### src/rtl/whack_input_stage.sv
// whack_input_stage
//   Input front end for a whack-a-mole style game: four raw pushbuttons are
//   synchronized and debounced into clean levels and one-cycle press pulses,
//   and a round timer counts down a fixed number of ticks after a start
//   request.
//
// Parameters
//   DEBOUNCE_CYCLES : consecutive stable clocks needed to accept a key change
//   TICK_CYCLES     : clocks per round-timer tick
//   ROUND_TICKS     : round length in ticks (1..255)
//
// Ports
//   clk             : system clock, rising edge
//   reset           : synchronous active-high reset
//   key_n[3:0]      : raw asynchronous pushbuttons, active-low
//   timer_start     : one-cycle request to load and run the round timer
//   timer_stop      : one-cycle request to abort the round timer (beats start)
//   key_level[3:0]  : debounced key state, 1 = pressed
//   key_press[3:0]  : one-cycle pulse per accepted press
//   timer_running   : 1 while the timer is in RUN
//   timer_remaining : ticks left in the round
//   timer_expired   : one-cycle pulse when the round ends
module whack_input_stage #(
  parameter int DEBOUNCE_CYCLES = 500000,
  parameter int TICK_CYCLES     = 50000000,
  parameter int ROUND_TICKS     = 30
) (
  input  logic       clk,
  input  logic       reset,
  input  logic [3:0] key_n,
  input  logic       timer_start,
  input  logic       timer_stop,
  output logic [3:0] key_level,
  output logic [3:0] key_press,
  output logic       timer_running,
  output logic [7:0] timer_remaining,
  output logic       timer_expired
);

  localparam int CW = $clog2(DEBOUNCE_CYCLES + 1);
  localparam int PW = $clog2(TICK_CYCLES + 1);

  localparam logic [CW-1:0] DEB_LAST   = CW'(DEBOUNCE_CYCLES - 1);
  localparam logic [PW-1:0] TICK_LAST  = PW'(TICK_CYCLES - 1);
  localparam logic [7:0]    ROUND_LOAD = 8'(ROUND_TICKS);

  localparam logic [0:0] S_IDLE = 1'b0;
  localparam logic [0:0] S_RUN  = 1'b1;

  // Key path registers
  logic [3:0]    r_sync1;
  logic [3:0]    r_sync2;
  logic [CW-1:0] r_cnt [4];
  logic [3:0]    r_level;
  logic [3:0]    r_press;

  // Timer registers
  logic [0:0]    r_state;
  logic [PW-1:0] r_presc;
  logic [7:0]    r_rem;
  logic          r_expired;

  // Next-state wires
  logic [3:0]    w_mismatch;
  logic [CW-1:0] w_cnt_nxt [4];
  logic [3:0]    w_level_nxt;
  logic [0:0]    w_state_nxt;
  logic [PW-1:0] w_presc_nxt;
  logic [7:0]    w_rem_nxt;
  logic          w_expired_nxt;

  // Synchronized keys are active-low, levels active-high: a mismatch is
  // where the inverted synchronized value disagrees with the accepted level.
  assign w_mismatch = ~r_sync2 ^ r_level;

  // Debounce: count consecutive mismatching cycles per key, toggle on the last
  always_comb begin
    w_level_nxt = r_level;
    for (int i = 0; i < 4; i++) begin
      w_cnt_nxt[i] = {CW{1'b0}};
      if (w_mismatch[i]) begin
        if (r_cnt[i] == DEB_LAST) begin
          w_level_nxt[i] = ~r_level[i];
          w_cnt_nxt[i]   = {CW{1'b0}};
        end else begin
          w_cnt_nxt[i] = r_cnt[i] + CW'(1);
        end
      end else begin
        w_cnt_nxt[i] = {CW{1'b0}};
      end
    end
  end

  // Round timer: stop beats start, start beats a running expiry
  always_comb begin
    w_state_nxt   = r_state;
    w_presc_nxt   = r_presc;
    w_rem_nxt     = r_rem;
    w_expired_nxt = 1'b0;
    if (timer_stop) begin
      w_state_nxt = S_IDLE;
      w_presc_nxt = {PW{1'b0}};
      w_rem_nxt   = 8'd0;
    end else if (timer_start) begin
      w_state_nxt = S_RUN;
      w_presc_nxt = {PW{1'b0}};
      w_rem_nxt   = ROUND_LOAD;
    end else begin
      case (r_state)
        S_RUN: begin
          if (r_presc == TICK_LAST) begin
            w_presc_nxt = {PW{1'b0}};
            // <= 1 rather than == 1 so a zero count can never wrap to 255
            if (r_rem <= 8'd1) begin
              w_rem_nxt     = 8'd0;
              w_state_nxt   = S_IDLE;
              w_expired_nxt = 1'b1;
            end else begin
              w_rem_nxt = r_rem - 8'd1;
            end
          end else begin
            w_presc_nxt = r_presc + PW'(1);
          end
        end
        S_IDLE: begin
          w_presc_nxt = {PW{1'b0}};
        end
        default: begin
          w_state_nxt = S_IDLE;
          w_presc_nxt = {PW{1'b0}};
        end
      endcase
    end
  end

  // Key synchronizer, debounce counters, levels and press pulses
  always_ff @(posedge clk) begin
    if (reset) begin
      r_sync1 <= 4'hF;
      r_sync2 <= 4'hF;
      r_level <= 4'h0;
      r_press <= 4'h0;
      for (int i = 0; i < 4; i++) begin
        r_cnt[i] <= {CW{1'b0}};
      end
    end else begin
      r_sync1 <= key_n;
      r_sync2 <= r_sync1;
      r_level <= w_level_nxt;
      // Pulse lands in the same cycle the level first reads 1
      r_press <= w_level_nxt & ~r_level;
      for (int i = 0; i < 4; i++) begin
        r_cnt[i] <= w_cnt_nxt[i];
      end
    end
  end

  // Timer state, prescaler, remaining count and expiry pulse
  always_ff @(posedge clk) begin
    if (reset) begin
      r_state   <= S_IDLE;
      r_presc   <= {PW{1'b0}};
      r_rem     <= 8'd0;
      r_expired <= 1'b0;
    end else begin
      r_state   <= w_state_nxt;
      r_presc   <= w_presc_nxt;
      r_rem     <= w_rem_nxt;
      r_expired <= w_expired_nxt;
    end
  end

  assign key_level       = r_level;
  assign key_press       = r_press;
  assign timer_running   = (r_state == S_RUN);
  assign timer_remaining = r_rem;
  assign timer_expired   = r_expired;

endmodule

### config.mk
export PLATFORM = sky130hd
export DESIGN_NAME = whack_input_stage
export DESIGN_NICKNAME = d
export VERILOG_FILES = /design/src/rtl/whack_input_stage.sv
export SDC_FILE = /design/constraint.sdc
export NUM_CORES = 1
export LEC_CHECK = 0
export ABC_AREA = 1
export BUFFER_PORTS_ARGS = -buffer_cell sky130_fd_sc_hd__buf_4
export CELL_PAD_IN_SITES_DETAIL_PLACEMENT = 1
export CELL_PAD_IN_SITES_GLOBAL_PLACEMENT = 1
export CORE_AREA = 8 8 127 152
export DETAILED_ROUTE_END_ITERATION = 8
export DIE_AREA = 0 0 135 160
export GPL_TIMING_DRIVEN = 0
export PLACE_DENSITY_LB_ADDON = 0.1
export SLEW_MARGIN = 20
export SYNTH_ARGS = -nofsm -noshare
export SYNTH_HDL_FRONTEND = slang
export SYNTH_SLANG_ARGS = --single-unit
### constraint.sdc
create_clock -name clk -period 1.4 [get_ports clk]
set_input_delay 0.28 -clock clk [delete_from_list [all_inputs] [get_ports clk]]
set_output_delay 0.28 -clock clk [all_outputs]
set_load 0.05 [all_outputs]
==> flow_metrics.py, run 1 <==
metrics = {
    "run_status": {
        "status": "finished, violations left",
        "failed_checks": "setup timing",
    },
    "floorplanning": {
        "die_area_um2": 21600,
        "starting_density_of_the_core_pct": 39.4,
        "core_region_area_um2": 16800,
        "num_rows": 52,
        "fp.dieH_um": 160,
        "ioPinCount": 26,
        "fp.dieW_um": 135,
    },
    "yosys": {
        "synth_nets": 990,
        "yosysUniqueCellTypes": 34,
        "synthFlopType": "sky130_fd_sc_hd__dfxtp_1",
        "syn_inst": 975,
        "netlist_area_um2": 6620,
        "yosys_warnings": 0,
        "synth_edf_count": 0,
        "synth_seq_area_share_pct": 38.7,
        "synthArstFlopShare_pct": 0,
        "syn_area_per_cell_um2": 6.78,
        "synth.ff_latch_count": 128,
    },
    "cts": {
        "tritoncts_clock_tree": "yes",
        "cts_sinks": 128,
        "post_cts_clock_slew_at_the_launch_and_capture_registers_of_the_worst_setup_and_hold_paths_ps": 60,
        "worst_skew_pair.late_latency_ps": 420,
        "cts_htree_levels": 4,
        "cts_hold_buf": 0,
        "cts_bufs_inserted": 17,
        "root_buffer": "sky130_fd_sc_hd__clkbuf_16",
        "clock_tree.buffer_depth": 2,
    },
    "setup_path": {
        "worstPathBufferInverterCount": 2,
        "crit_family": "simple AND/OR/NAND/NOR gates",
        "timing_worst_setup_path_type": "register to register",
        "worstPathCellList": "ha_4, nand3_4, nor2_4, nand3_2, nor2_4, nor2_4, clkinv_4, clkbuf_16, nor2_2",
        "crit_fanout": 6,
        "critPathArrivalTime_ps": 1820,
        "critPathMaxStageDelay_ps": 360,
        "worstPathRequired_ps": 1710,
        "path_common_cell": "sky130_fd_sc_hd__nor2_4",
        "cp_slowest_cell": "sky130_fd_sc_hd__dfxtp_4",
        "critPathCaptureType": "register",
        "cp-start-kind": "register",
    },
    "finish": {
        "ff_latch_area_um2": 2670,
        "final_cell_mix": "180 x sky130_fd_sc_hd__nand2_1, 134 x sky130_fd_sc_hd__nor2_1, 119 x sky130_fd_sc_hd__inv_1",
        "final_layout_size_suffix_gt1_share_pct": 40.1,
        "final_cell_area_um2": 9460,
        "areaGrowthSynthToFinish_pct": 43.0,
        "num_antenna_cells": 0,
        "fin_nets": 1106,
        "fill_cells": 2046,
        "multi_input_logic_area_um2": 4390,
        "final_common_cell": "sky130_fd_sc_hd__nand2_1",
    },
    "sta": {
        "tightestPinTransition_ps": 424,
        "finalSetupViolations": 99,
        "timing.hold.ws_ps": 43.8,
        "final.min_clock_period_ps": 1510,
        "worst_slack_ps": -113,
        "fin_tns_setup_ps": -6410,
        "unrepaired_setup_endpoints_after_global_routing": "yes",
        "maxSlewHeadroom_pct": 71.4,
        "skew_ps": 7.40,
        "achievable-frequency_ghz": 0.661,
        "layout_worst_path_cycle_share_pct": 108,
        "hold_viol_final": 0,
        "drv_slew": 0,
    },
    "global_routing": {
        "grt_util_all_layers_pct": 18.0,
        "global_route.overflow_total": 0,
        "antenna_violations_before_repair": 0,
        "grt_max_degree": 17,
        "grt_pass1_vias": 6736,
        "grt_first_pass_wirelength_um": 32000,
    },
    "route": {
        "post_drt_wl_per_cell_um": 15.5,
        "wl_met2_um": 10900,
        "vias": 6597,
        "met1Wirelength_um": 8540,
        "drt_pre_antenna_iters": 4,
        "drt-total-wl_um": 20400,
        "detail_route.drc_violations": 0,
        "dr_wl_met3_um": 514,
        "routed.top_layer": "met4",
        "dr.first_iter.drc_count": 176,
        "vias_per_cell": 5.00,
        "final_antenna_net_count": 0,
    },
    "placed_design": {
        "placement.cell_area_um2": 7180,
        "globalplace.congestion": 0.807,
        "io_buffer_count": 24,
        "hpwlAfterDp_um": 13100,
    },
    "flow_run": {
        "max_cap_violations": 0,
    },
    "hold_path": {
        "worst_hold_path_type": "primary input to register",
    },
    "pwr": {
        "vdd_ir_drop_max_mv": 0.787,
        "power_density_nw_per_um2": 918,
        "power.static_leakage_nw": 3.40,
    },
}
## synthesized netlist by cell type, types with 3 or more instances
master	count	area, µm²
sky130_fd_sc_hd__a21oi_1	35	175
sky130_fd_sc_hd__ha_1	7	87.6
sky130_fd_sc_hd__and2_1	5	31.3
sky130_fd_sc_hd__dfxtp_1	128	2560
sky130_fd_sc_hd__nor2_2	7	43.8
sky130_fd_sc_hd__nand3b_1	9	67.6
sky130_fd_sc_hd__nor3_2	3	30.0
sky130_fd_sc_hd__a21oi_2	11	96.3
sky130_fd_sc_hd__or2_2	20	125
sky130_fd_sc_hd__nand4_1	33	206
sky130_fd_sc_hd__nand3_1	53	265
sky130_fd_sc_hd__xnor2_1	7	61.3
sky130_fd_sc_hd__buf_6	4	45.0
sky130_fd_sc_hd__nor3_1	41	205
sky130_fd_sc_hd__nor2_4	7	78.8
sky130_fd_sc_hd__inv_1	136	510
sky130_fd_sc_hd__nand3_2	3	30.0
sky130_fd_sc_hd__nor2_1	191	717
sky130_fd_sc_hd__nand2_1	213	800
sky130_fd_sc_hd__o21ai_0	15	75.1
sky130_fd_sc_hd__xor2_1	28	245
## cell type report
class | instances | share of cell area, %
buffer | 9 | 1.15
clock buffer | 19 | 4.91
clock inverter | 13 | 1.68
inverter | 137 | 5.62
multi-input combinational | 701 | 46.4
sequential | 128 | 28.2
tap | 216 | 2.86
timing repair buffer | 97 | 9.21
## layer usage
metal / global-route usage, % / vias to the layer above
met5: 0 / -
met4: 6.22 / 0
met3: 3.08 / 38
met2: 33.2 / 87
met1: 20.2 / 3172
li1: - / 3300
## worst paths after layout
kind | end | slack [ps] | start | cells after the start
min reg2reg | r_sync2[1] | 410 | r_sync1[1] | 1
min | r_sync1[1] | 40 | key_n[1] | 2
max reg2reg | r_presc[15] | -110 | r_presc[1] | 9
max | r_presc[15] | -110 | r_presc[1] | 9
## where the power goes
group	switching [mW]	internal (mW)	leakage [nW]
sequential	0.0186	3.64	1.06
combinational	0.198	0.130	2.04
clock	1.74	2.95	0.300
total	1.96	6.72	3.40
## kinds of logic after synthesis
logic type               Yosys count  synth area share, %
adder cells (fa/ha/maj)            7                 1.32
buffers and inverters            146                 8.91
XOR/XNOR                          35                 4.63
AND/OR/NAND/NOR                  593                 40.6
AO/OA/AOI/OAI                     66                 5.83
flip-flops                       128                 38.7
## registers in the layout, indices dropped and copies added, names as in the netlist
| name | count |
|---|---|
| key_level | 4 |
| r_sync2 | 4 |
| timer_running | 1 |
| r_sync1 | 4 |
| r_presc | 26 |
| timer_remaining | 8 |
| r_cnt | 76 |
| key_press | 4 |
| timer_expired | 1 |
## per-stage QoR
stage	std cells	utilization [%]	total power [mW]	setup WS [ps]
floorplan	975	-	3.92	-16.8
global placement	1215	42.8	4.00	-323
detailed placement	1215	42.8	4.00	-343
CTS	1295	52.0	8.75	-87.6
global route	1320	56.3	8.97	-187
finish	1320	56.3	8.68	-113
## repair_timing
action	CTS	global route
pin swaps	44	34
setup endpoints to repair	118	118
gates cloned	4	2
buffers inserted	45	23
resized for setup	161	163
Power figures use the tool's default switching activity.
==> run 2: changes to the inputs <==
--- a/config.mk
+++ b/config.mk
@@ -6,12 +6,13 @@
 export NUM_CORES = 1
 export LEC_CHECK = 0
 export ABC_AREA = 1
-export BUFFER_PORTS_ARGS = -buffer_cell sky130_fd_sc_hd__buf_4
 export CELL_PAD_IN_SITES_DETAIL_PLACEMENT = 1
 export CELL_PAD_IN_SITES_GLOBAL_PLACEMENT = 1
-export CORE_AREA = 8 8 127 152
+export CORE_AREA = 8 8 123 147
+export CTS_BUF_LIST = sky130_fd_sc_hd__clkbuf_4 sky130_fd_sc_hd__clkbuf_8
 export DETAILED_ROUTE_END_ITERATION = 8
-export DIE_AREA = 0 0 135 160
+export DIE_AREA = 0 0 131 155
+export DONT_BUFFER_PORTS = 1
 export GPL_TIMING_DRIVEN = 0
 export PLACE_DENSITY_LB_ADDON = 0.1
 export SLEW_MARGIN = 20
==> flow_metrics.py, run 2 (same netlist as run 1, synthesis figures left out) <==
metrics = {
    "run_status": {
        "status": "finished, violations left",
        "failed_checks": "setup timing",
    },
    "finish": {
        "final_cell_area_um2": 8970,
        "largest-register": "r_cnt",
        "fill_cells": 1999,
        "final_common_cell": "sky130_fd_sc_hd__nand2_1",
        "post-route-util_pct": 56.4,
        "num_antenna_cells": 0,
        "largest_register_ff_count": 76,
        "final_layout_size_suffix_gt1_share_pct": 35.9,
        "final_cell_mix": "190 x sky130_fd_sc_hd__nand2_1, 134 x sky130_fd_sc_hd__nor2_1, 121 x sky130_fd_sc_hd__inv_1",
        "fin_nets": 1086,
        "areaGrowthSynthToFinish_pct": 35.6,
    },
    "setup_path": {
        "worst-r2r-cell-count": 7,
        "critPathArrivalTime_ps": 1880,
        "crit_fanout": 6,
        "worstPathCellList": "ha_4, nand3_4, inv_4, nand4_1, o21ai_4, buf_4, nor3_2",
        "cp_slowest_cell": "sky130_fd_sc_hd__dfxtp_2",
        "critPathCaptureType": "register",
        "cp-start-kind": "register",
        "critPathMaxStageDelay_ps": 360,
        "timing_worst_setup_path_type": "register to register",
        "worstPathRequired_ps": 1720,
    },
    "global_routing": {
        "grt_pass1_vias": 6834,
        "grt_util_all_layers_pct": 19.5,
        "global_route.overflow_total": 0,
        "grt_first_pass_wirelength_um": 31700,
        "antenna_violations_before_repair": 0,
        "grt_max_degree": 17,
    },
    "sta": {
        "drv_slew": 0,
        "layout_worst_path_cycle_share_pct": 112,
        "achievable-frequency_ghz": 0.640,
        "final.min_clock_period_ps": 1560,
        "tightestPinTransition_ps": 489,
        "fin_tns_setup_ps": -9650,
        "skew_ps": 10.0,
        "unrepaired_setup_endpoints_after_global_routing": "yes",
        "hold_viol_final": 0,
        "finalSetupViolations": 111,
        "worst_slack_ps": -163,
        "maxSlewHeadroom_pct": 67.4,
    },
    "flow_run": {
        "max_cap_violations": 0,
    },
    "floorplanning": {
        "starting_density_of_the_core_pct": 41.6,
        "fp.dieW_um": 131,
        "core_region_area_um2": 15900,
        "ioPinCount": 26,
        "num_rows": 51,
        "die_area_um2": 20300,
        "fp.dieH_um": 155,
    },
    "placed_design": {
        "io_buffer_count": 0,
        "globalplace.congestion": 0.824,
        "placement.cell_area_um2": 7000,
        "hpwlAfterDp_um": 12900,
    },
    "route": {
        "vias_per_cell": 5.07,
        "dr.first_iter.drc_count": 123,
        "drt-total-wl_um": 20200,
        "post_drt_wl_per_cell_um": 15.6,
        "final_antenna_net_count": 0,
        "vias": 6569,
        "drt_pre_antenna_iters": 4,
        "detail_route.drc_violations": 0,
    },
    "cts": {
        "cts_sinks": 128,
        "tritoncts_clock_tree": "yes",
        "cts_bufs_inserted": 17,
        "worst_skew_pair.late_latency_ps": 440,
        "post_cts_clock_slew_at_the_launch_and_capture_registers_of_the_worst_setup_and_hold_paths_ps": 80,
        "root_buffer": "sky130_fd_sc_hd__clkbuf_8",
        "cts_htree_levels": 4,
        "clock_tree.buffer_depth": 2,
    },
    "pwr": {
        "power_density_nw_per_um2": 833,
        "power.static_leakage_nw": 3.11,
        "vdd_ir_drop_max_mv": 0.614,
    },
    "hold_path": {
        "hold_path_depth": 3,
        "worst_hold_path_type": "primary input to register",
    },
}
-- run 2: cell types whose count changed in the layout (fill, tap and decap cells not counted), moves of 4 or more --
cell and delta:
sky130_fd_sc_hd__clkbuf_8 +16, sky130_fd_sc_hd__dfxtp_1 +5, sky130_fd_sc_hd__buf_4 -27, sky130_fd_sc_hd__dfxtp_2 -5, sky130_fd_sc_hd__dlygate4sd3_1 +6, sky130_fd_sc_hd__clkbuf_16 -19, sky130_fd_sc_hd__nand2_1 +10, sky130_fd_sc_hd__buf_6 +7
sky130_fd_sc_hd__nand2_2 -6, sky130_fd_sc_hd__nand2_4 -4, sky130_fd_sc_hd__nor3_1 +5
-- run 2: layout make-up --
| class | count | area (µm²) | share of cell area (%) |
|---|---|---|---|
| Inverter | 137 | 526 | 5.86 |
| Clock inverter | 15 | 193 | 2.15 |
| Tap cell | 212 | 265 | 2.96 |
| Clock buffer | 17 | 234 | 2.61 |
| Multi-Input combinational cell | 701 | 4280 | 47.7 |
| Sequential cell | 128 | 2660 | 29.6 |
| Timing Repair Buffer | 78 | 728 | 8.12 |
| Buffer | 8 | 87.6 | 0.977 |
-- run 2: worst paths after layout --
kind	start	end	slack [ps]
max	r_cnt[2][1]	r_cnt[2][11]	-160
min	timer_start	timer_remaining[0]	110
max reg2reg	r_cnt[2][1]	r_cnt[2][11]	-160
min reg2reg	r_sync1[0]	r_sync2[0]	410
-- run 2: repair_timing --
item                                    CTS  global route
endpoints found under the setup margin  125           121
resized for setup                       171           121
setup buffers                            49            18
gates cloned                              5             1
hold endpoints to repair                  9             0
pin swaps                                48            39
hold buffers                              6             0
-- run 2: critical path, delay by kind of cell, from the launching register on --
family | cells | cell delay, ps
AO/OA/AOI/OAI | 1 | 360
adder cells (fa/ha/maj) | 1 | 150
flip-flops | 1 | 360
AND/OR/NAND/NOR | 3 | 310
buffers and inverters | 2 | 260
-- run 2: report_power, final --
| part | leakage, nW | switching (mW) | internal (mW) |
|---|---|---|---|
| registers | 1.06 | 0.0470 | 3.64 |
| clock network | 0.201 | 1.56 | 1.93 |
| logic | 1.85 | 0.173 | 0.129 |
-- run 2: per-stage QoR --
step,power (mW),hold slack [ps],instances,setup WS (ps)
2_1_floorplan,3.92,384,975,-16.8
3_3_place_gp,3.97,385,1187,-362
3_5_place_dp,3.98,387,1187,-368
4_1_cts,7.54,81.0,1279,-159
5_1_grt,7.75,96.2,1296,-239
6_report,7.47,110,1296,-163
-- run 2: metal layers --
metal / track usage (%) / vias to the layer above / wire, µm
met5: 0 / - / 0
met4: 7.34 / 0 / 395
met3: 3.84 / 34 / 545
met2: 35.9 / 88 / 10900
met1: 21.1 / 3176 / 8360
li1: - / 3271 / -
==> run 3: changes to the inputs <==
--- a/config.mk
+++ b/config.mk
@@ -13,7 +13,6 @@
 export DETAILED_ROUTE_END_ITERATION = 8
 export DIE_AREA = 0 0 131 155
 export DONT_BUFFER_PORTS = 1
-export GPL_TIMING_DRIVEN = 0
 export PLACE_DENSITY_LB_ADDON = 0.1
 export SLEW_MARGIN = 20
 export SYNTH_ARGS = -nofsm -noshare
==> flow_metrics.py, run 3 (same netlist as run 1, synthesis figures left out) <==
metrics = {
    "run_status": {
        "status": "finished, violations left",
        "failed_checks": "setup timing",
    },
    "finish": {
        "final_common_cell": "sky130_fd_sc_hd__nand2_1",
        "final_cell_mix": "187 x sky130_fd_sc_hd__nand2_1, 133 x sky130_fd_sc_hd__nor2_1, 129 x sky130_fd_sc_hd__buf_4",
        "final_layout_size_suffix_gt1_share_pct": 40.2,
        "areaGrowthSynthToFinish_pct": 46.7,
        "fin_nets": 1175,
        "multi_input_logic_area_um2": 4310,
        "fill_cells": 1969,
        "num_antenna_cells": 0,
        "largest_register_ff_count": 76,
        "ff_latch_area_um2": 2650,
        "largest-register": "r_cnt",
        "final_cell_area_um2": 9710,
    },
    "setup_path": {
        "cp-start-kind": "register",
        "critPathArrivalTime_ps": 1940,
        "timing_worst_setup_path_type": "register to register",
        "critPathCaptureType": "register",
        "worstPathRequired_ps": 1790,
        "crit_fanout": 7,
    },
    "floorplanning": {
        "starting_density_of_the_core_pct": 41.6,
        "core_region_area_um2": 15900,
        "fp.dieW_um": 131,
        "die_area_um2": 20300,
        "ioPinCount": 26,
        "fp.dieH_um": 155,
        "num_rows": 51,
    },
    "sta": {
        "worst_slack_ps": -147,
        "tightestPinTransition_ps": 490,
        "layout_worst_path_cycle_share_pct": 110,
        "achievable-frequency_ghz": 0.647,
        "unrepaired_setup_endpoints_after_global_routing": "yes",
        "maxSlewHeadroom_pct": 67.3,
        "skew_ps": 16.2,
        "drv_slew": 0,
        "hold_viol_final": 0,
        "final.min_clock_period_ps": 1550,
        "finalSetupViolations": 96,
    },
    "cts": {
        "cts_bufs_inserted": 17,
        "post_cts_clock_slew_at_the_launch_and_capture_registers_of_the_worst_setup_and_hold_paths_ps": 90,
        "worst_skew_pair.late_latency_ps": 470,
        "clock_tree.buffer_depth": 2,
        "tritoncts_clock_tree": "yes",
        "cts_sinks": 128,
        "root_buffer": "sky130_fd_sc_hd__clkbuf_8",
        "cts_htree_levels": 4,
    },
    "global_routing": {
        "global_route.overflow_total": 0,
        "grt_util_all_layers_pct": 20.8,
        "grt_first_pass_wirelength_um": 33700,
        "antenna_violations_before_repair": 0,
        "grt_pass1_vias": 7348,
        "grt_max_degree": 17,
    },
    "pwr": {
        "vdd_ir_drop_max_mv": 0.779,
        "power.static_leakage_nw": 3.56,
        "power.total_mw": 7.66,
        "power_density_nw_per_um2": 789,
    },
    "placed_design": {
        "hpwlAfterDp_um": 14600,
        "dpl_worst_slack_ps": -199,
        "globalplace.congestion": 0.817,
        "placement.cell_area_um2": 8020,
        "io_buffer_count": 0,
    },
    "route": {
        "post_drt_wl_per_cell_um": 16.9,
        "drt_pre_antenna_iters": 4,
        "detail_route.drc_violations": 0,
        "drt-total-wl_um": 23500,
        "vias_per_cell": 5.16,
        "vias": 7140,
        "final_antenna_net_count": 0,
        "dr.first_iter.drc_count": 221,
    },
    "hold_path": {
        "worst_hold_path_type": "primary input to register",
    },
    "flow_run": {
        "max_cap_violations": 0,
    },
}
run 3: worst paths after layout:
| path | slack (ps) | endpoint | depth (start not counted) | start |
|---|---|---|---|---|
| worst max-delay path | -150 | r_cnt[1][3] | 8 | r_cnt[1][1] |
| worst min-delay path | 80 | timer_remaining[2] | 4 | timer_stop |
| worst max register to register | -150 | r_cnt[1][3] | 8 | r_cnt[1][1] |
| worst min register to register | 470 | r_cnt[0][0] | 1 | r_cnt[0][0] |
run 3: layer usage:
metal / vias to the layer above / track usage [%] / share of wire (%)
met4: 0 / 6.85 / 2.5
li1: 3457 / - / -
met1: 3501 / 22.3 / 39
met3: 50 / 3.77 / 2.9
met5: - / 0 / 0
met2: 132 / 39.3 / 55
run 3: layout make-up:
class | instances | share of cell area [%]
Inverter | 137 | 5.48
Clock inverter | 15 | 2.13
Sequential cell | 128 | 27.3
Multi-Input combinational cell | 701 | 44.4
Clock buffer | 17 | 2.41
Tap cell | 212 | 2.73
Timing Repair Buffer | 174 | 15.5
Timing Repair inverter | 1 | 0.0645
run 3: critical path, stage by stage, from the launching register on:
cell                       delay, ps
sky130_fd_sc_hd__dfxtp_2         340
sky130_fd_sc_hd__ha_4            170
sky130_fd_sc_hd__nand3_4         120
sky130_fd_sc_hd__inv_2            50
sky130_fd_sc_hd__nand4_1         150
sky130_fd_sc_hd__nor2_4           70
sky130_fd_sc_hd__nor2_4          230
sky130_fd_sc_hd__clkinv_4        180
sky130_fd_sc_hd__a21oi_1         160
run 3: through the flow:
stage,hold WS (ps),cells,utilization [%],setup TNS (ps)
2_1_floorplan,384,975,-,-301
3_3_place_gp,361,1319,50.5,-3450
3_5_place_dp,364,1319,50.5,-7710
4_1_cts,74.9,1375,56.9,-2560
5_1_grt,102,1385,61.1,-14230
6_report,84.3,1385,61.1,-6350
run 3: power by group:
group | switching (mW) | leakage [nW] | total (mW) | internal (mW)
Combinational | 0.189 | 2.28 | 0.335 | 0.146
Clock | 1.69 | 0.214 | 3.66 | 1.96
Sequential | 0.0217 | 1.06 | 3.67 | 3.65
run 3: what timing repair did:
action                                  4_1_cts  5_1_grt
gates cloned                                  2        3
pin swaps                                    23       44
hold buffers                                 14        0
gates resized for setup                     105      193
endpoints found under the setup margin      121      123
hold endpoints to repair                     12        0
buffers inserted                              8        9
